<file path="src/rtl/ottochip_pkg.sv">
// ---------------------------------------------------------------------------
// ottochip_pkg
//   Shared definitions for the Ottochip serial boot path.
//   - boot_state_t    : boot loader FSM state encoding
//   - BOOT_MAGIC      : sync word ("CAFE") that starts a load
//   - BOOT_ADDR_WIDTH : default instruction RAM word-address width
// ---------------------------------------------------------------------------
package ottochip_pkg;

   typedef enum logic [2:0] {
      ST_HUNT  = 3'd0,
      ST_COUNT = 3'd1,
      ST_DATA  = 3'd2,
      ST_DONE  = 3'd3,
      ST_ERROR = 3'd4
   } boot_state_t;

   localparam logic [31:0] BOOT_MAGIC      = 32'h4341_4645;
   localparam int unsigned BOOT_ADDR_WIDTH = 10;

endpackage

</file>
<file path="src/rtl/boot_word_assembler.sv">
// ---------------------------------------------------------------------------
// boot_word_assembler
//   Packs a byte stream into 32-bit big-endian words (first byte = MSB).
//   Ports:
//     i_clock       system clock
//     i_reset_n     asynchronous active-low reset
//     i_byte_valid  byte strobe, i_byte_data holds a new byte
//     i_byte_data   received byte
//     i_clear       drop any partial word and restart at byte 0
//     o_word        assembled word (valid while o_word_valid is high)
//     o_word_valid  one-cycle pulse with the 4th byte of a word
// ---------------------------------------------------------------------------
module boot_word_assembler (
   input  logic        i_clock,
   input  logic        i_reset_n,
   input  logic        i_byte_valid,
   input  logic [7:0]  i_byte_data,
   input  logic        i_clear,
   output logic [31:0] o_word,
   output logic        o_word_valid
);

   logic [23:0] r_shift;
   logic [1:0]  r_cnt;

   always_ff @(posedge i_clock or negedge i_reset_n) begin
      if (!i_reset_n) begin
         r_shift <= '0;
         r_cnt   <= '0;
      end else if (i_clear) begin
         r_shift <= '0;
         r_cnt   <= '0;
      end else if (i_byte_valid) begin
         r_shift <= {r_shift[15:0], i_byte_data};
         r_cnt   <= r_cnt + 2'd1;   // wraps to 0 after the 4th byte
      end
   end

   // The word is presented combinationally with its last byte so the
   // consumer can act on it in the same cycle the byte arrives.
   assign o_word       = {r_shift, i_byte_data};
   assign o_word_valid = i_byte_valid && !i_clear && (r_cnt == 2'd3);

endmodule

</file>
<file path="src/rtl/ottochip_boot_loader.sv">
// ---------------------------------------------------------------------------
// ottochip_boot_loader
//   Serial boot protocol engine between uart_rx and the instruction RAM
//   write port. Protocol: MAGIC, 32-bit word count N, then N program words,
//   all big-endian. Holds the CPU in reset until the load completes.
//   Ports:
//     clock       system clock
//     reset       asynchronous active-low reset
//     rx_valid    one-cycle strobe: rx_data holds a new byte
//     rx_data     received byte
//     mem_we      write request, held until mem_ready
//     mem_ready   RAM accepts the write this cycle when mem_we=1
//     mem_addr    word address of the write (0-based)
//     mem_wdata   word to write
//     cpu_rst_n   0 holds the CPU in reset, 1 releases it
//     boot_done   sticky: load finished
//     boot_error  sticky: last attempt aborted
// ---------------------------------------------------------------------------
module ottochip_boot_loader
   import ottochip_pkg::*;
#(
   parameter int unsigned ADDR_WIDTH     = BOOT_ADDR_WIDTH,
   parameter logic [31:0] MAGIC          = BOOT_MAGIC,
   parameter int unsigned TIMEOUT_CYCLES = 2000000
) (
   input  logic                  clock,
   input  logic                  reset,
   input  logic                  rx_valid,
   input  logic [7:0]            rx_data,
   output logic                  mem_we,
   input  logic                  mem_ready,
   output logic [ADDR_WIDTH-1:0] mem_addr,
   output logic [31:0]           mem_wdata,
   output logic                  cpu_rst_n,
   output logic                  boot_done,
   output logic                  boot_error
);

   localparam int unsigned IDLE_W    = $clog2(TIMEOUT_CYCLES + 1);
   localparam logic [31:0] MAX_WORDS = 32'(1) << ADDR_WIDTH;

   boot_state_t           r_state;
   logic [31:0]           r_win;
   logic                  r_mem_we;
   logic [ADDR_WIDTH-1:0] r_mem_addr;
   logic [31:0]           r_mem_wdata;
   logic                  r_cpu_rst_n;
   logic                  r_boot_done;
   logic                  r_boot_error;
   logic [ADDR_WIDTH:0]   r_remaining;
   logic [IDLE_W-1:0]     r_idle;

   logic        w_in_load;
   logic [31:0] w_new_win;
   logic [31:0] w_word;
   logic        w_word_valid;
   logic        w_timeout;
   logic        w_wr_done;
   logic        w_last_wr;

   assign w_in_load = (r_state == ST_COUNT) || (r_state == ST_DATA);
   assign w_new_win = {r_win[23:0], rx_data};
   // A byte arriving in the expiry cycle wins over the timeout.
   assign w_timeout = w_in_load && !rx_valid &&
                      (r_idle == IDLE_W'(TIMEOUT_CYCLES - 1));
   assign w_wr_done = r_mem_we && mem_ready;
   assign w_last_wr = w_wr_done && (r_remaining == (ADDR_WIDTH + 1)'(1));

   // Assembler only sees bytes while a load is in progress; it is held
   // clear in HUNT/ERROR/DONE so each load starts on a word boundary.
   boot_word_assembler u_asm (
      .i_clock      (clock),
      .i_reset_n    (reset),
      .i_byte_valid (rx_valid && w_in_load),
      .i_byte_data  (rx_data),
      .i_clear      (!w_in_load),
      .o_word       (w_word),
      .o_word_valid (w_word_valid)
   );

   always_ff @(posedge clock or negedge reset) begin
      if (!reset) begin
         r_state      <= ST_HUNT;
         r_win        <= '0;
         r_mem_we     <= 1'b0;
         r_mem_addr   <= '0;
         r_mem_wdata  <= '0;
         r_cpu_rst_n  <= 1'b0;
         r_boot_done  <= 1'b0;
         r_boot_error <= 1'b0;
         r_remaining  <= '0;
         r_idle       <= '0;
      end else begin
         if (rx_valid || !w_in_load)
            r_idle <= '0;
         else if (!w_timeout)
            r_idle <= r_idle + IDLE_W'(1);

         case (r_state)
            ST_HUNT: begin
               if (rx_valid) begin
                  r_win <= w_new_win;
                  if (w_new_win == MAGIC) begin
                     r_boot_error <= 1'b0;
                     r_state      <= ST_COUNT;
                  end
               end
            end
            ST_COUNT: begin
               if (w_timeout) begin
                  r_state <= ST_ERROR;
               end else if (w_word_valid) begin
                  if (w_word == '0) begin
                     r_state <= ST_DONE;
                  end else if (w_word > MAX_WORDS) begin
                     r_state <= ST_ERROR;
                  end else begin
                     r_remaining <= w_word[ADDR_WIDTH:0];
                     r_mem_addr  <= '0;
                     r_state     <= ST_DATA;
                  end
               end
            end
            ST_DATA: begin
               if (w_timeout || (w_word_valid && r_mem_we && !mem_ready)) begin
                  r_mem_we <= 1'b0;
                  r_state  <= ST_ERROR;
               end else begin
                  if (w_wr_done) begin
                     r_mem_we    <= 1'b0;
                     r_mem_addr  <= r_mem_addr + ADDR_WIDTH'(1);
                     r_remaining <= r_remaining - (ADDR_WIDTH + 1)'(1);
                     if (w_last_wr)
                        r_state <= ST_DONE;
                  end
                  // A new word may land in the same cycle the previous write
                  // completes; the final write closes the load instead.
                  if (w_word_valid && !w_last_wr) begin
                     r_mem_wdata <= w_word;
                     r_mem_we    <= 1'b1;
                  end
               end
            end
            ST_ERROR: begin
               r_boot_error <= 1'b1;
               r_mem_we     <= 1'b0;
               r_win        <= '0;
               r_remaining  <= '0;
               r_state      <= ST_HUNT;
            end
            ST_DONE: begin
               r_cpu_rst_n <= 1'b1;
               r_boot_done <= 1'b1;
            end
            default: r_state <= ST_HUNT;
         endcase
      end
   end

   assign mem_we     = r_mem_we;
   assign mem_addr   = r_mem_addr;
   assign mem_wdata  = r_mem_wdata;
   assign cpu_rst_n  = r_cpu_rst_n;
   assign boot_done  = r_boot_done;
   assign boot_error = r_boot_error;

endmodule

</file>
<file path="config.mk">
export PLATFORM = sky130hd
export DESIGN_NAME = ottochip_boot_loader
export DESIGN_NICKNAME = d
export VERILOG_FILES = /design/src/rtl/ottochip_pkg.sv /design/src/rtl/boot_word_assembler.sv /design/src/rtl/ottochip_boot_loader.sv
export SDC_FILE = /design/constraint.sdc
export NUM_CORES = 1
export LEC_CHECK = 0
export BUFFER_PORTS_ARGS = -buffer_cell sky130_fd_sc_hd__buf_2
export CORE_MARGIN = 4
export CORE_UTILIZATION = 42
export DETAILED_ROUTE_END_ITERATION = 8
export PLACE_DENSITY_LB_ADDON = 0.1
export SYNTH_ARGS = -nofsm -noshare
export SYNTH_HDL_FRONTEND = slang
export SYNTH_SLANG_ARGS = --single-unit
</file>
<file path="constraint.sdc">
create_clock -name clock -period 4.4 [get_ports clock]
set_input_delay 0.88 -clock clock [delete_from_list [all_inputs] [get_ports clock]]
set_output_delay 0.88 -clock clock [all_outputs]
set_load 0.02 [all_outputs]
</file>
==> out/qor.csv, run 1 <==
stage,metric,value,unit
worst_setup_path,R2R depth,7,
global_routing,vias in the first global route,4580,
run_status,status,completed,
power,pwr/cell area,398,nW/um2
worst_setup_path,CP endpoint kind,register,
clock_network,TritonCTS clock tree,built,
timing,setup repair after global routing missed its margin,false,
clock_network,Clock Path Buffers,2,
floorplanning,Initial Util,0.432,
finish,fraction of layout cells with a size suffix above 1,0.226,
worst_setup_path,CP Max Fanout,29,
route,total wire length after detailed routing,14300,um
floorplanning,Die Ht,128,um
synthesis,number of synthesized flops with an enable pin,0,
synthesis,Simple-Gate Fraction of Synth Area,0.161,
synthesis,multiplexer share of the synthesized area,0.0634,
synthesis,Main synth FF type,dfrtp_1,
route,detailed-route DRC error count,0,
global_routing,Total Routing Usage GR,0.192,
floorplanning,Cell Rows,43,
synthesis,Synth Instances,532,
flow_run,max-cap violations,0,
timing,Fin. Hold Viols,0,
global_routing,largest net degree at the start of global routing,68,
route,1st-pass router iterations,6,
timing,Slew Limit Fails,0,
synthesis,syn nets,549,
synthesis,register area share after synthesis,0.541,
clock_network,H-tree lvl count,4,
finish,fin area,7050,um2
timing,# setup viols final,0,
worst_setup_path,critical path class,register to register,
worst_setup_path,"Max stage delay cell, worst path",dfrtp_1,
placement,# port buffers,57,
timing,setup_tns,0,ns
synthesis,Avg Inst Size Synth,11.3,um2
route,number of DRC markers in iteration 0,300,
worst_setup_path,"Data required, critical path",4.70,ns
clock_network,Worst-Skew Late Latency,0.42,ns
global_routing,total gr overflow,0,
clock_network,TritonCTS Sinks,130,
timing,worst hold margin,0.483,ns
synthesis,post-synthesis compound-gate area fraction,0.164,
clock_network,hold_buf cts,0,
placement,gpl congestion,0.860,
worst_setup_path,startpoint types,register,
synthesis,post-synthesis adder-cell area fraction,0.0104,
finish,ANT cells,0,
route,post-route ant nets,0,
global_routing,first-pass GRT wire length,24900,um
synthesis,Async SR Flop Fraction,1.00,
timing,Least-Margin Pin Slew,0.957,ns
placement,Post-DP HPWL,9540,um
route,vias,4493,
clock_network,cts bufs inserted,17,
worst_setup_path,Worst Path Arrival,3.36,ns
synthesis,distinct cell type count after synthesis,57,
power,Lkg Pwr,3.40,nW
floorplanning,Die ar.,16300,um2
synthesis,main combinational cell family by area after synthesis,compound AO/OA/AOI/OAI gates,
hold_path,Min-Delay Path Class,register to register,
floorplanning,I/O Pins,58,
clock_network,Clock Pin Slew Worst Setup and Hold Paths,0.06,ns
worst_setup_path,critical path's largest stage delay,0.54,ns
clock_network,CTS resizes,0,
clock_network,setup repair bufs after CTS,0,
floorplanning,Die W,128,um
timing,crit share post-route,0.697,
synthesis,Synth warnings,0,
worst_setup_path,critical-path cell list,"xnor2_1, nor3_2, buf_4, a31oi_1, nor2_1, or2_1, a221o_1",
finish,storage element area,3250,um2
synthesis,Post-Syn Area,6020,um2
synthesis,number of synthesized register bits,130,
timing,Final Skew,0.00705,ns
finish,nets,602,
floorplanning,core area,13900,um2
placement,placed cell area,6460,um2
clock_network,clock root cell,clkbuf_16,
finish,Multi-input gate area,2600,um2
power,Max VDD drop,0.272,mV
synthesis,xor/xnor cell area share of the yosys netlist,0.0306,
timing,Fmax achieved,0.326,GHz
finish,Area Overhead vs Synth,17.1,%
route,DR WL/cell,18.4,um
timing,Slew headroom,0.360,
timing,Final Critical Period,3.07,ns
finish,Layout fillers,1277,
hold_path,worst hold stages,1,
route,vias per cell,5.78,
global_routing,initial antenna violation count,0,
metrics by stage:
step,worst slack (ns),std cells,power (mW),util
2_1_floorplan,1.55,532,1.38,-
3_3_place_gp,1.10,746,1.45,0.464
3_5_place_dp,1.09,746,1.45,0.464
4_1_cts,1.35,778,2.83,0.506
5_1_grt,0.998,778,2.92,0.506
6_report,1.33,778,2.80,0.506
metal layers:
metal | up-vias | global-route usage | part of all wire
met2 | 117 | 0.291 | 0.47
met3 | 16 | 0.0392 | 0.042
met5 | - | 0 | 0
li1 | 2107 | - | -
met1 | 2253 | 0.274 | 0.47
met4 | 0 | 0.0693 | 0.014
sequential cells by signal, summed over array words and instances (netlist names):
register       count
boot_done          1
boot_error         1
mem_addr          10
mem_wdata         32
mem_we             1
r_idle            21
r_remaining       11
r_state            3
r_win             24
u_asm.r_cnt        2
u_asm.r_shift     24
Yosys cell counts (4+ instances only):
cell type | count | area share
dfrtp_1 | 130 | 0.54
a22o_1 | 51 | 0.074
nor2_1 | 42 | 0.026
nand2_1 | 33 | 0.021
mux2_2 | 29 | 0.054
nand3_1 | 22 | 0.018
clkbuf_1 | 21 | 0.013
a21oi_1 | 17 | 0.014
and3_1 | 17 | 0.018
a31oi_1 | 16 | 0.017
o21ai_0 | 13 | 0.011
xnor2_1 | 11 | 0.016
xor2_1 | 10 | 0.015
nor3_1 | 9 | 0.0075
nor4_1 | 9 | 0.0094
inv_1 | 7 | 0.0044
o31ai_1 | 7 | 0.0087
nand4_1 | 6 | 0.0062
or3_1 | 6 | 0.0062
ha_1 | 5 | 0.010
nor4b_1 | 5 | 0.0073
a211o_1 | 4 | 0.0058
and2_1 | 4 | 0.0042
buf_6 | 4 | 0.0075
mux2_1 | 4 | 0.0075
nand2b_1 | 4 | 0.0042
kinds of logic after synthesis:
| kind of cell | after synthesis |
|---|---|
| flops | 130 |
| buf+inv | 37 |
| simple gates | 174 |
| mux | 34 |
| xor+xnor | 21 |
| compound gates | 131 |
| fa+ha+maj | 5 |
placed cells by master (no fill, tap or decap), types with 3 or more instances in the layout:
cell type   count
mux2_1          4
clkinv_4        3
nor4_4          3
and2_1          4
a31oi_1        16
or3_1           6
dfrtp_1       130
buf_4           7
xnor2_1        11
nor3_1          7
o21ai_0        13
buf_2          56
clkinvlp_4      3
a21oi_1        17
mux2_2         29
nand3_1        22
o211ai_1        3
clkbuf_16      17
nor2_1         41
and3_1         17
nor4_1          9
o31ai_1         7
ha_1            5
inv_1           7
nand2_1        33
nand2b_1        4
a211o_1         4
a21o_1          3
nand4_1         6
clkbuf_8        4
nor4b_1         5
xor2_1         10
a22o_1         51
critical path, delay by kind of cell (launching register included):
kind                   cells  cell delay, ns
AND/OR/NAND/NOR            3            0.84
XOR/XNOR                   1            0.46
buffers and inverters      1            0.25
AO/OA/AOI/OAI              2            0.85
flip-flops                 1            0.54
area by class of cell:
cell class | count | share of cell area
Sequential cell | 130 | 0.462
Multi-Input combinational cell | 365 | 0.370
Clock buffer | 23 | 0.0693
Timing Repair Buffer | 64 | 0.0501
Tap cell | 180 | 0.0320
Clock inverter | 9 | 0.0137
Inverter | 7 | 0.00373
power breakdown:
part / switching [mW] / leakage [nW] / internal, mW / total (mW)
registers: 0.0443 / 1.77 / 1.24 / 1.28
clock network: 0.528 / 0.277 / 0.843 / 1.37
logic: 0.0880 / 1.36 / 0.0620 / 0.150
total: 0.660 / 3.40 / 2.14 / 2.80
path summary, 6_finish.rpt:
check                                    to           from  slack (ns)
max                             mem_addr[1]     r_state[1]        1.33
min                           mem_wdata[23]  mem_wdata[23]        0.48
max reg2reg                     mem_addr[1]     r_state[1]        1.33
min reg2reg                   mem_wdata[23]  mem_wdata[23]        0.48
max in group asynchronous  u_asm.r_shift[6]          reset        3.02
min in group asynchronous       mem_addr[5]          reset        0.55
Power figures use the tool's default switching activity.
==> inputs of run 2 (changes only) <==
==> constraint.sdc (replaced) <==
create_clock -name clock -period 2.75 [get_ports clock]
set_input_delay 0.55 -clock clock [delete_from_list [all_inputs] [get_ports clock]]
set_output_delay 0.55 -clock clock [all_outputs]
set_load 0.02 [all_outputs]
==> out/qor.csv, run 2 (same netlist as run 1, synthesis figures left out) <==
stage,metric,value,unit
run_status,status,completed,
placement,# port buffers,57,
power,switching power share of the total,0.241,
worst_setup_path,"Data required, critical path",3.05,ns
worst_setup_path,"Max stage delay cell, worst path",or4_1,
route,detailed-route DRC error count,0,
power,combinational share of power,0.055,
clock_network,clock root cell,clkbuf_16,
clock_network,Clock Path Buffers,2,
power,Lkg Pwr,3.51,nW
timing,Least-Margin Pin Slew,0.636,ns
clock_network,setup repair bufs after CTS,0,
clock_network,Worst-Skew Late Latency,0.42,ns
route,top layer in use,met4,
placement,placed cells,764,
worst_setup_path,critical path class,register to register,
finish,Non-Filler Instances,796,
timing,Fmax achieved,0.389,GHz
worst_setup_path,Worst Path Arrival,2.88,ns
timing,Slew headroom,0.575,
finish,Area Overhead vs Synth,19.8,%
floorplanning,Die ar.,16300,um2
clock_network,TritonCTS clock tree,built,
clock_network,H-tree lvl count,4,
floorplanning,I/O Pins,58,
route,DR WL/cell,18.6,um
worst_setup_path,critical-path cell list,"or4_1, nor4_4, xnor2_1, a41oi_2, or2_1, a221o_1",
route,vias per cell,5.75,
finish,"commonest non-fill, non-tap cell in the layout",dfrtp_1,
route,vias,4574,
clock_network,Clock Pin Slew Worst Setup and Hold Paths,0.06,ns
timing,# setup viols final,0,
worst_setup_path,startpoint types,register,
timing,worst hold margin,0.115,ns
timing,Slew Limit Fails,0,
flow_run,max-cap violations,0,
worst_setup_path,CP endpoint kind,register,
clock_network,CTS resizes,0,
floorplanning,Die Ht,128,um
placement,Post-DP HPWL,9890,um
hold_path,Min-Delay Path Class,input pin to async pin,
clock_network,TritonCTS Sinks,130,
worst_setup_path,Reg2Reg Capture Point,mem_addr[1],
global_routing,Total Routing Usage GR,0.193,
global_routing,largest net degree at the start of global routing,43,
route,total wire length after detailed routing,14800,um
power,Int Pwr,3.49,mW
timing,setup repair after global routing missed its margin,false,
route,post-route ant nets,0,
clock_network,cts bufs inserted,17,
global_routing,first-pass GRT wire length,24900,um
timing,setup_tns,0,ns
timing,Final Critical Period,2.57,ns
route,number of DRC markers in iteration 0,243,
route,1st-pass router iterations,4,
worst_setup_path,R2R Path Start,u_asm.r_shift[1],
power,pwr/cell area,638,nW/um2
power,Seq pwr share,0.446,
power,Clock power frac,0.499,
worst_setup_path,WP buf/inv,0,
finish,ANT cells,0,
timing,Fin. Hold Viols,0,
finish,fin area,7210,um2
route,met3 wire len,688,um
finish,fraction of layout cells with a size suffix above 1,0.250,
global_routing,total gr overflow,0,
timing,crit share post-route,0.935,
floorplanning,Die W,128,um
worst_setup_path,R2R depth,6,
global_routing,vias in the first global route,4677,
global_routing,initial antenna violation count,0,
worst_setup_path,"CP delay by family, top",simple AND/OR/NAND/NOR gates,
finish,max FFs per register,32,
clock_network,hold_buf cts,0,
worst_setup_path,CP Max Fanout,11,
power,Max VDD drop,0.399,mV
placement,gpl congestion,0.834,
finish,"commonest non-fill, non-tap cells in the layout","dfrtp_1, buf_2, a22o_1",
worst_setup_path,"setup slack, reg-to-reg",0.18,ns
power,Switch Pwr,1.11,mW
route,Metal-1 WL,6750,um
floorplanning,Initial Util,0.432,
finish,nets,620,
timing,Final Skew,0.00654,ns
worst_setup_path,critical path's largest stage delay,0.61,ns
route,WL met2,7140,um
floorplanning,core area,13900,um2
floorplanning,Cell Rows,43,
placement,placed cell area,6600,um2
## run 2: cell type report
type | count | area, um2
Timing Repair Buffer | 82 | 500
Multi-Input combinational cell | 365 | 2600
Clock inverter | 12 | 148
Tap cell | 180 | 225
Sequential cell | 130 | 3250
Inverter | 7 | 26.3
Clock buffer | 20 | 457
Fill cell | 1278 | 6730
## run 2: routing by layer
layer	GRT usage	up-vias
met1	0.262	2310
met5	0	-
met3	0.0492	18
met4	0.0674	0
met2	0.303	109
li1	-	2137
## run 2: worst register-to-register path, cell delays in order, from the launching register on
cell and delay (ns):
dfrtp_1 0.46, or4_1 0.61, nor4_4 0.20, xnor2_1 0.18, a41oi_2 0.16, or2_1 0.43, a221o_1 0.41
## run 2: power groups by stage
stage          clock network [mW]  registers (mW)  logic, mW
2_1_floorplan                   0            2.06      0.151
3_3_place_gp                    0            2.08      0.250
3_5_place_dp                    0            2.08      0.255
4_1_cts                      2.34            2.05      0.256
5_1_grt                      2.44            2.06      0.282
6_report                     2.29            2.05      0.251
## run 2: worst max path at each step
stage / from / end / slack, ns / cells past startpoint
after global routing: u_asm.r_shift[1] / mem_addr[1] / 0.05 / 6
after detailed placement: rx_data[3] / mem_addr[1] / -0.04 / 7
final: u_asm.r_shift[1] / mem_addr[1] / 0.18 / 6
after global placement: rx_data[3] / mem_addr[1] / 0.005 / 7
after CTS: u_asm.r_shift[1] / mem_addr[1] / 0.15 / 6
after floorplan: rx_data[3] / r_remaining[5] / 0.23 / 7
## run 2: metrics by stage
stage                     setup slack, ns  power (mW)   util
after global routing               0.0455        4.78  0.517
after CTS                           0.146        4.65  0.517
after global placement            0.00482        2.33  0.474
after detailed placement          -0.0382        2.34  0.474
after floorplan                     0.234        2.21      -
final                               0.178        4.60  0.517
